`src/rtl/bus_wait_gen.sv`:
```
// Bus wait-state generator: stalls the CPU while a memory access is in flight,
// hands one-cycle requests to the memory controller and flags NXM on timeout or bad address.
module bus_wait_gen #(
  parameter int                 ADDRWID = 20,
  parameter logic [ADDRWID-1:0] MEMSIZE = 20'h40000,
  parameter int                 TIMEOUT = 64
) (
  input  logic               clk,
  input  logic               rst,
  input  logic               busREQ,
  input  logic               busWRITE,
  input  logic [ADDRWID-1:0] busADDR,
  input  logic               memACK,
  output logic               busWAIT,
  output logic               memREQ,
  output logic               memWRITE,
  output logic [ADDRWID-1:0] memADDR,
  output logic               busNXM,
  output logic [ADDRWID-1:0] nxmADDR,
  input  logic               nxmCLR
);

  typedef enum logic [1:0] {IDLE, REQ, WAIT, DONE} state_e;

  localparam logic [7:0] CNT_LAST = 8'(TIMEOUT - 1);

  state_e             state_q, state_d;
  logic [7:0]         cnt_q, cnt_d;
  logic               mem_req_q, mem_req_d;
  logic               mem_write_q, mem_write_d;
  logic [ADDRWID-1:0] mem_addr_q, mem_addr_d;
  logic               nxm_q, nxm_d;
  logic [ADDRWID-1:0] nxm_addr_q, nxm_addr_d;
  logic               nxm_set;
  logic               in_range;

  assign in_range = (busADDR < MEMSIZE);

  always_comb begin
    state_d     = state_q;
    cnt_d       = cnt_q;
    mem_req_d   = 1'b0;
    mem_write_d = mem_write_q;
    mem_addr_d  = mem_addr_q;
    nxm_addr_d  = nxm_addr_q;
    nxm_set     = 1'b0;
    case (state_q)
      IDLE: begin
        if (busREQ) begin
          mem_addr_d  = busADDR;
          mem_write_d = busWRITE;
          if (in_range) begin
            // memREQ is registered, so it rises together with the REQ state
            state_d   = REQ;
            mem_req_d = 1'b1;
          end else begin
            nxm_set    = 1'b1;
            nxm_addr_d = busADDR;
            state_d    = DONE;
          end
        end
      end
      REQ: begin
        cnt_d   = 8'd0;
        state_d = busREQ ? WAIT : IDLE;
      end
      WAIT: begin
        if (!busREQ) begin
          state_d = IDLE;
        end else if (memACK) begin
          state_d = DONE;
        end else if (cnt_q == CNT_LAST) begin
          nxm_set    = 1'b1;
          nxm_addr_d = mem_addr_q;
          state_d    = DONE;
        end else begin
          cnt_d = cnt_q + 8'd1;
        end
      end
      DONE:    state_d = IDLE;
      default: state_d = IDLE;
    endcase
    // a fresh NXM event beats a coincident clear
    if (nxm_set)     nxm_d = 1'b1;
    else if (nxmCLR) nxm_d = 1'b0;
    else             nxm_d = nxm_q;
  end

  always_ff @(posedge clk) begin
    if (!rst) begin
      state_q     <= IDLE;
      cnt_q       <= 8'd0;
      mem_req_q   <= 1'b0;
      mem_write_q <= 1'b0;
      mem_addr_q  <= '0;
      nxm_q       <= 1'b0;
      nxm_addr_q  <= '0;
    end else begin
      state_q     <= state_d;
      cnt_q       <= cnt_d;
      mem_req_q   <= mem_req_d;
      mem_write_q <= mem_write_d;
      mem_addr_q  <= mem_addr_d;
      nxm_q       <= nxm_d;
      nxm_addr_q  <= nxm_addr_d;
    end
  end

  // combinational so a new request stalls the CPU in the cycle it appears
  assign busWAIT  = busREQ & (state_q != DONE) & rst;
  assign memREQ   = mem_req_q;
  assign memWRITE = mem_write_q;
  assign memADDR  = mem_addr_q;
  assign busNXM   = nxm_q;
  assign nxmADDR  = nxm_addr_q;

endmodule
```
`config.mk`:
```
export PLATFORM = sky130hd
export DESIGN_NAME = bus_wait_gen
export DESIGN_NICKNAME = d
export VERILOG_FILES = /design/src/rtl/bus_wait_gen.sv
export SDC_FILE = /design/constraint.sdc
export NUM_CORES = 1
export LEC_CHECK = 0
export CAP_MARGIN = 20
export CORE_MARGIN = 5
export CORE_UTILIZATION = 30
export DETAILED_ROUTE_END_ITERATION = 10
export GPL_TIMING_DRIVEN = 0
export PLACE_DENSITY_LB_ADDON = 0.12
export SYNTH_ARGS = -nofsm -noshare
export SYNTH_HDL_FRONTEND = slang
export SYNTH_SLANG_ARGS = --single-unit
```
`constraint.sdc`:
```
create_clock -name clk -period 2 [get_ports clk]
set_clock_uncertainty 0.1 [all_clocks]
set_input_delay 0.2 -clock clk [delete_from_list [all_inputs] [get_ports clk]]
set_output_delay 0.2 -clock clk [all_outputs]
set_load 0.005 [all_outputs]
```
; ---- Word level (Yosys, flattened, before mapping)
; Cells that the tools add are included.
[op_classes]
n_reduce_logical = 9
order_cmp = 1
add_sub_neg = 1
n_eq_ne = 12
n_mux = 26
bitwise_logic = 2
[op_table]
columns = cell, count
row1 = 20-bit two-way mux, 5
row2 = 20-bit case mux with 2 select lines, 1
row3 = 8-bit two-way mux, 3
row4 = 20-bit by 19-bit < comparator with 1-bit output (second input constant), 1
row5 = 8-bit case mux with 2 select lines, 1
row6 = 2-bit != test (second input constant), 7
row7 = 2-bit two-way mux, 6
row8 = 8-bit by 1-bit adder with 8-bit output (second input constant), 1
row9 = 8-bit by 6-bit equality test with 1-bit output (second input constant), 1
row10 = 1-bit two-way mux, 8
row11 = 2-bit case mux with 4 select lines, 1
row12 = 6-bit AND reduction, 1
row13 = 2-bit nonzero test, 3
row14 = 2-bit equality test (second input constant), 2
row15 = 4-bit != test (second input constant), 1
row16 = 2-bit AND reduction, 2
row17 = 4-bit AND reduction, 1
row18 = 3-bit AND reduction, 1
row19 = 1-bit AND, 2
row20 = 2-bit by 1-bit equality test with 1-bit output (second input constant), 1
row21 = 2-bit logical NOT, 1
row22 = 1-bit case mux with 2 select lines, 1
[totals]
inputBits = 26
wordCells = 58
reg_bits = 53

; ---- Logic depth before layout (Yosys ltp)
[depth]
depth_word = 6
ltp_mapped = 6

; ---- Worst setup path after synthesis
; Ideal clock, no wire load.
[synth_timing]
kind = register to register
startpoint = register cnt_q[0]
endpoint = register nxm_addr_q[10], in the netlist nxmADDR[10]
slack_ns = 0.248
setup_ns = 0.072
stages_incl_launch_ff = 7
required_ns = 1.828
synth_period_minus_slack_ns = 1.752
t_arrival_ns = 1.581
cell_sequence = dfxtp_1 -> ha_1 -> and3_2 -> a21oi_2 -> a2111oi_4 -> buf_6 -> mux2i_1
[synth_via]
elab_chain_cells = 3
[synth_rtl]
columns = element, line_no
row1 = from (decl), 28  ; logic [7:0] cnt_q, cnt_d;
row2 = from (signal assigned), 100  ; cnt_q <= cnt_d;
row3 = 8-bit by 6-bit equality test with 1-bit output, 72  ; end else if (cnt_q == CNT_LAST) begin
row4 = 2-bit != test (no line), --
row5 = 6-bit AND reduction (no line), --
row6 = to (signal assigned), 105  ; nxm_addr_q <= nxm_addr_d;
row7 = to (decl), 33  ; logic [ADDRWID-1:0] nxm_addr_q, nxm_addr_d;
; No other way between the ends.
; A chain may end at the register's enable or synchronous reset.

; ---- Worst setup path in the final report
[layout_timing]
startpoint = register cnt_q[0]
endpoint = register nxm_addr_q[7], in the netlist nxmADDR[7]
; Same word-level chain as after synthesis.

==> impl_metrics.csv <==
group,metric,value,unit
run_status,outcome,"complete, no violations",
final_layout,diodes,0,
clock_tree,numCtsBuffers,5,
final_layout,final_layout_size_suffix_gt1_frac,0.0776,
clock_tree,cts.root.buffer_cell,"clkbuf_8",
timing,relSlewSlack,0.652,
final_layout,multi_input_area,1290,um^2
drt,finalWirelength,6.48,mm
critical_path,worstSetupPathType,"flop to flop",
timing,final.setup.worst_slack,0.0647,ns
yosys,avgSynthCellArea,9.11,um^2
critical_path,cp.arrival,2.07,ns
grt,grt_pass1_wl,10.5,mm
timing,slew_violations,0,
critical_path,cp_cell_sequence,"ha_2 -> and3_4 -> a21oi_2 -> a2111oi_4 -> buf_4 -> buf_2 -> mux2i_1",
yosys,ys_ff_latch,53,
critical_path,critPathMaxFanout,5,
placement,dpl.hpwl,4.68,mm
clock_tree,clockBufferDepth,2,
clock_tree,clk_pin_slew_worst_paths,0.10,ns
power,p_leak,0.00127,uW
drt,ant_nets,0,
yosys,synthCells,269,
grt,grt_overflow,0,
drt,drt_pre_antenna_iters,4,
placement,pre_cts_ws,-0.0497,ns
critical_path,end_kind,"flop",
final_layout,finalNetCount,374,
timing,finalSetupViolCount,0,
placement,portBuffers,68,
timing,fmax,517,MHz
yosys,yosys.area.top_type_share,0.433,
yosys,synth-edff-count,0,
timing,hold_viol,0,
worst_hold_path,worstHoldStart,"rst",
grt,grt_pass1_vias,2131,
timing,period_share,0.968,
timing,finalCriticalPeriod,1.94,ns
job,maxCapViolations,0,
yosys,syn-num-nets,296,
final_layout,area_delta_synth_final,38.7,%
yosys,syn_area,2450,um^2
drt,via_per_inst,4.69,
power,p_per_area,660,nW/um^2
drt,drt_iter0_markers,48,
critical_path,startpoint,"cnt_q[0]",
yosys,ys_types,41,
critical_path,cpMaxStageDelayCell,"dfxtp_4",
final_layout,final_common_cell,"nand2_1",
yosys,ys_seq_area_frac,0.433,
timing,tightest_slew,0.522,ns
yosys,yosysWarningCount,0,
critical_path,worst_ep_required_time,2.13,ns
clock_tree,tritoncts,"yes",
floorplan,die_area,10100,um^2
grt,antenna_found_initial,0,
yosys,synth_area_leaders,"dfxtp_1 (43%), nand2_1 (13%), mux2_1 (9.2%)",
yosys,synth.largest_area_cell,"dfxtp_1",
critical_path,r2r-start,"cnt_q[0]",
final_layout,final_cell_mix,"nand2_1 (86), clkdlybuf4s50_1 (68), dfxtp_1 (51), a21boi_1 (21), mux2i_1 (21)",
critical_path,cp-start-kind,"flop",
final_layout,fill_cells,846,
power,irDropWorstVdd,0.000304,V
final_layout,seq_area,1070,um^2
grt,grt_max_degree,16,
clock_tree,insertion_delay,0.31,ns
worst_hold_path,holdCritPathClass,"primary input to flop",
placement,globalplace.congestion,0.783,
critical_path,max_stage_delay,0.38,ns
drt,via_count,2124,
floorplan,die-width,100,um
drt,avgRoutedWirePerCell,14.3,um
drt,drcViolationCount,0,
clock_tree,clock_sinks,53,
yosys,synth_top_flop_cell,"dfxtp_1",
floorplan,ioPinCount,70,
floorplan,std_cell_rows,33,
floorplan,initial_core_util,0.303,
clock_tree,htree_levels,2,
clock_tree,postCtsHoldBufs,0,
grt,grt_usage,0.130,
floorplan,die_h,100,um
yosys,ys_async_sr_fraction,0,
final_layout,final_util,0.420,
floorplan,fp.coreArea,8090,um^2
==> power breakdown <==
group	switching (uW)	internal, uW
sequential	36.1	1110
combinational	183	240
clock	359	314
total	579	1660
==> through the flow <==
| stage | hold slack (ns) | setup TNS, ns | cells | instance area, um^2 | total power (uW) |
|---|---|---|---|---|---|
| after global placement | 0.344 | -0.0820 | 442 | 3260 | 1590 |
| after global routing | 0.301 | -0.00950 | 453 | 3400 | 2350 |
| after detailed placement | 0.347 | -0.0497 | 442 | 3260 | 1590 |
| after floorplan | 0.176 | 0 | 269 | 2450 | 1370 |
| after CTS | 0.275 | 0 | 450 | 3360 | 2260 |
| final | 0.275 | 0 | 453 | 3400 | 2240 |
==> critical path, delay by kind of cell (launching register included) <==
kind	cells	cell delay, ns
buffers and inverters	2	0.39
flip-flops	1	0.38
AO/OA/AOI/OAI	2	0.37
AND/OR/NAND/NOR	1	0.22
adder cells (fa/ha/maj)	1	0.21
multiplexers	1	0.20
==> cells in the mapped netlist, types with 2 or more instances <==
| library cell | instances |
|---|---|
| nand2_1 | 86 |
| dfxtp_1 | 53 |
| a21boi_1 | 21 |
| mux2i_1 | 21 |
| mux2_1 | 20 |
| clkbuf_1 | 8 |
| a21oi_1 | 5 |
| nor2_1 | 4 |
| dlygate4sd1_1 | 3 |
| nand2b_1 | 3 |
| nand3_1 | 3 |
| nor2b_1 | 3 |
| o21a_1 | 3 |
| and3_1 | 2 |
| and3_2 | 2 |
| buf_2 | 2 |
| buf_6 | 2 |
| nand4_1 | 2 |
| nor3_1 | 2 |
| o211ai_1 | 2 |
| or3_1 | 2 |
==> path summary, 6_finish.rpt <==
path | end | cells after the start | slack [ns]
setup reg to reg | nxmADDR[7] | 7 | 0.06
hold reg to reg | nxmADDR[16] | 2 | 0.36
hold / removal | cnt_q[7] | 3 | 0.28
setup / recovery | nxmADDR[7] | 7 | 0.06
==> metal layers <==
layer	wire, um	GRT usage
met4	95	0.0425
met3	300	0.0361
met2	3180	0.227
met5	0	0
met1	2910	0.153
==> logic make-up after synthesis <==
logic type / count (synthesis) / synth area share
AO/OA/AOI/OAI: 37 / 0.117
multiplexers: 41 / 0.178
buffers and inverters: 18 / 0.0439
AND/OR/NAND/NOR: 119 / 0.224
flip-flops: 53 / 0.433
adder cells (fa/ha/maj): 1 / 0.00510
==> final cells by class <==
type / instances / share of cell area
Timing Repair Buffer: 71 / 0.206
Clock buffer: 7 / 0.0283
Multi-Input combinational cell: 198 / 0.379
Sequential cell: 53 / 0.313
Tap cell: 105 / 0.0386
Buffer: 17 / 0.0320
Inverter: 1 / 0.00110
Clock inverter: 1 / 0.00147
==> repair_timing <==
| action | CTS | global route |
|---|---|---|
| setup endpoints to repair | 1 | 13 |
| cloned | 0 | 1 |
| setup buffers | 0 | 2 |
| pin swaps | 1 | 1 |
| resized for setup | 0 | 8 |
==> state kept, by name, summed over array words and instances, names as in the netlist <==
name	count
state_q	2
memREQ	1
busNXM	1
memADDR	20
cnt_q	8
memWRITE	1
nxmADDR	20
No activity file was read; power rests on OpenSTA's default activity.
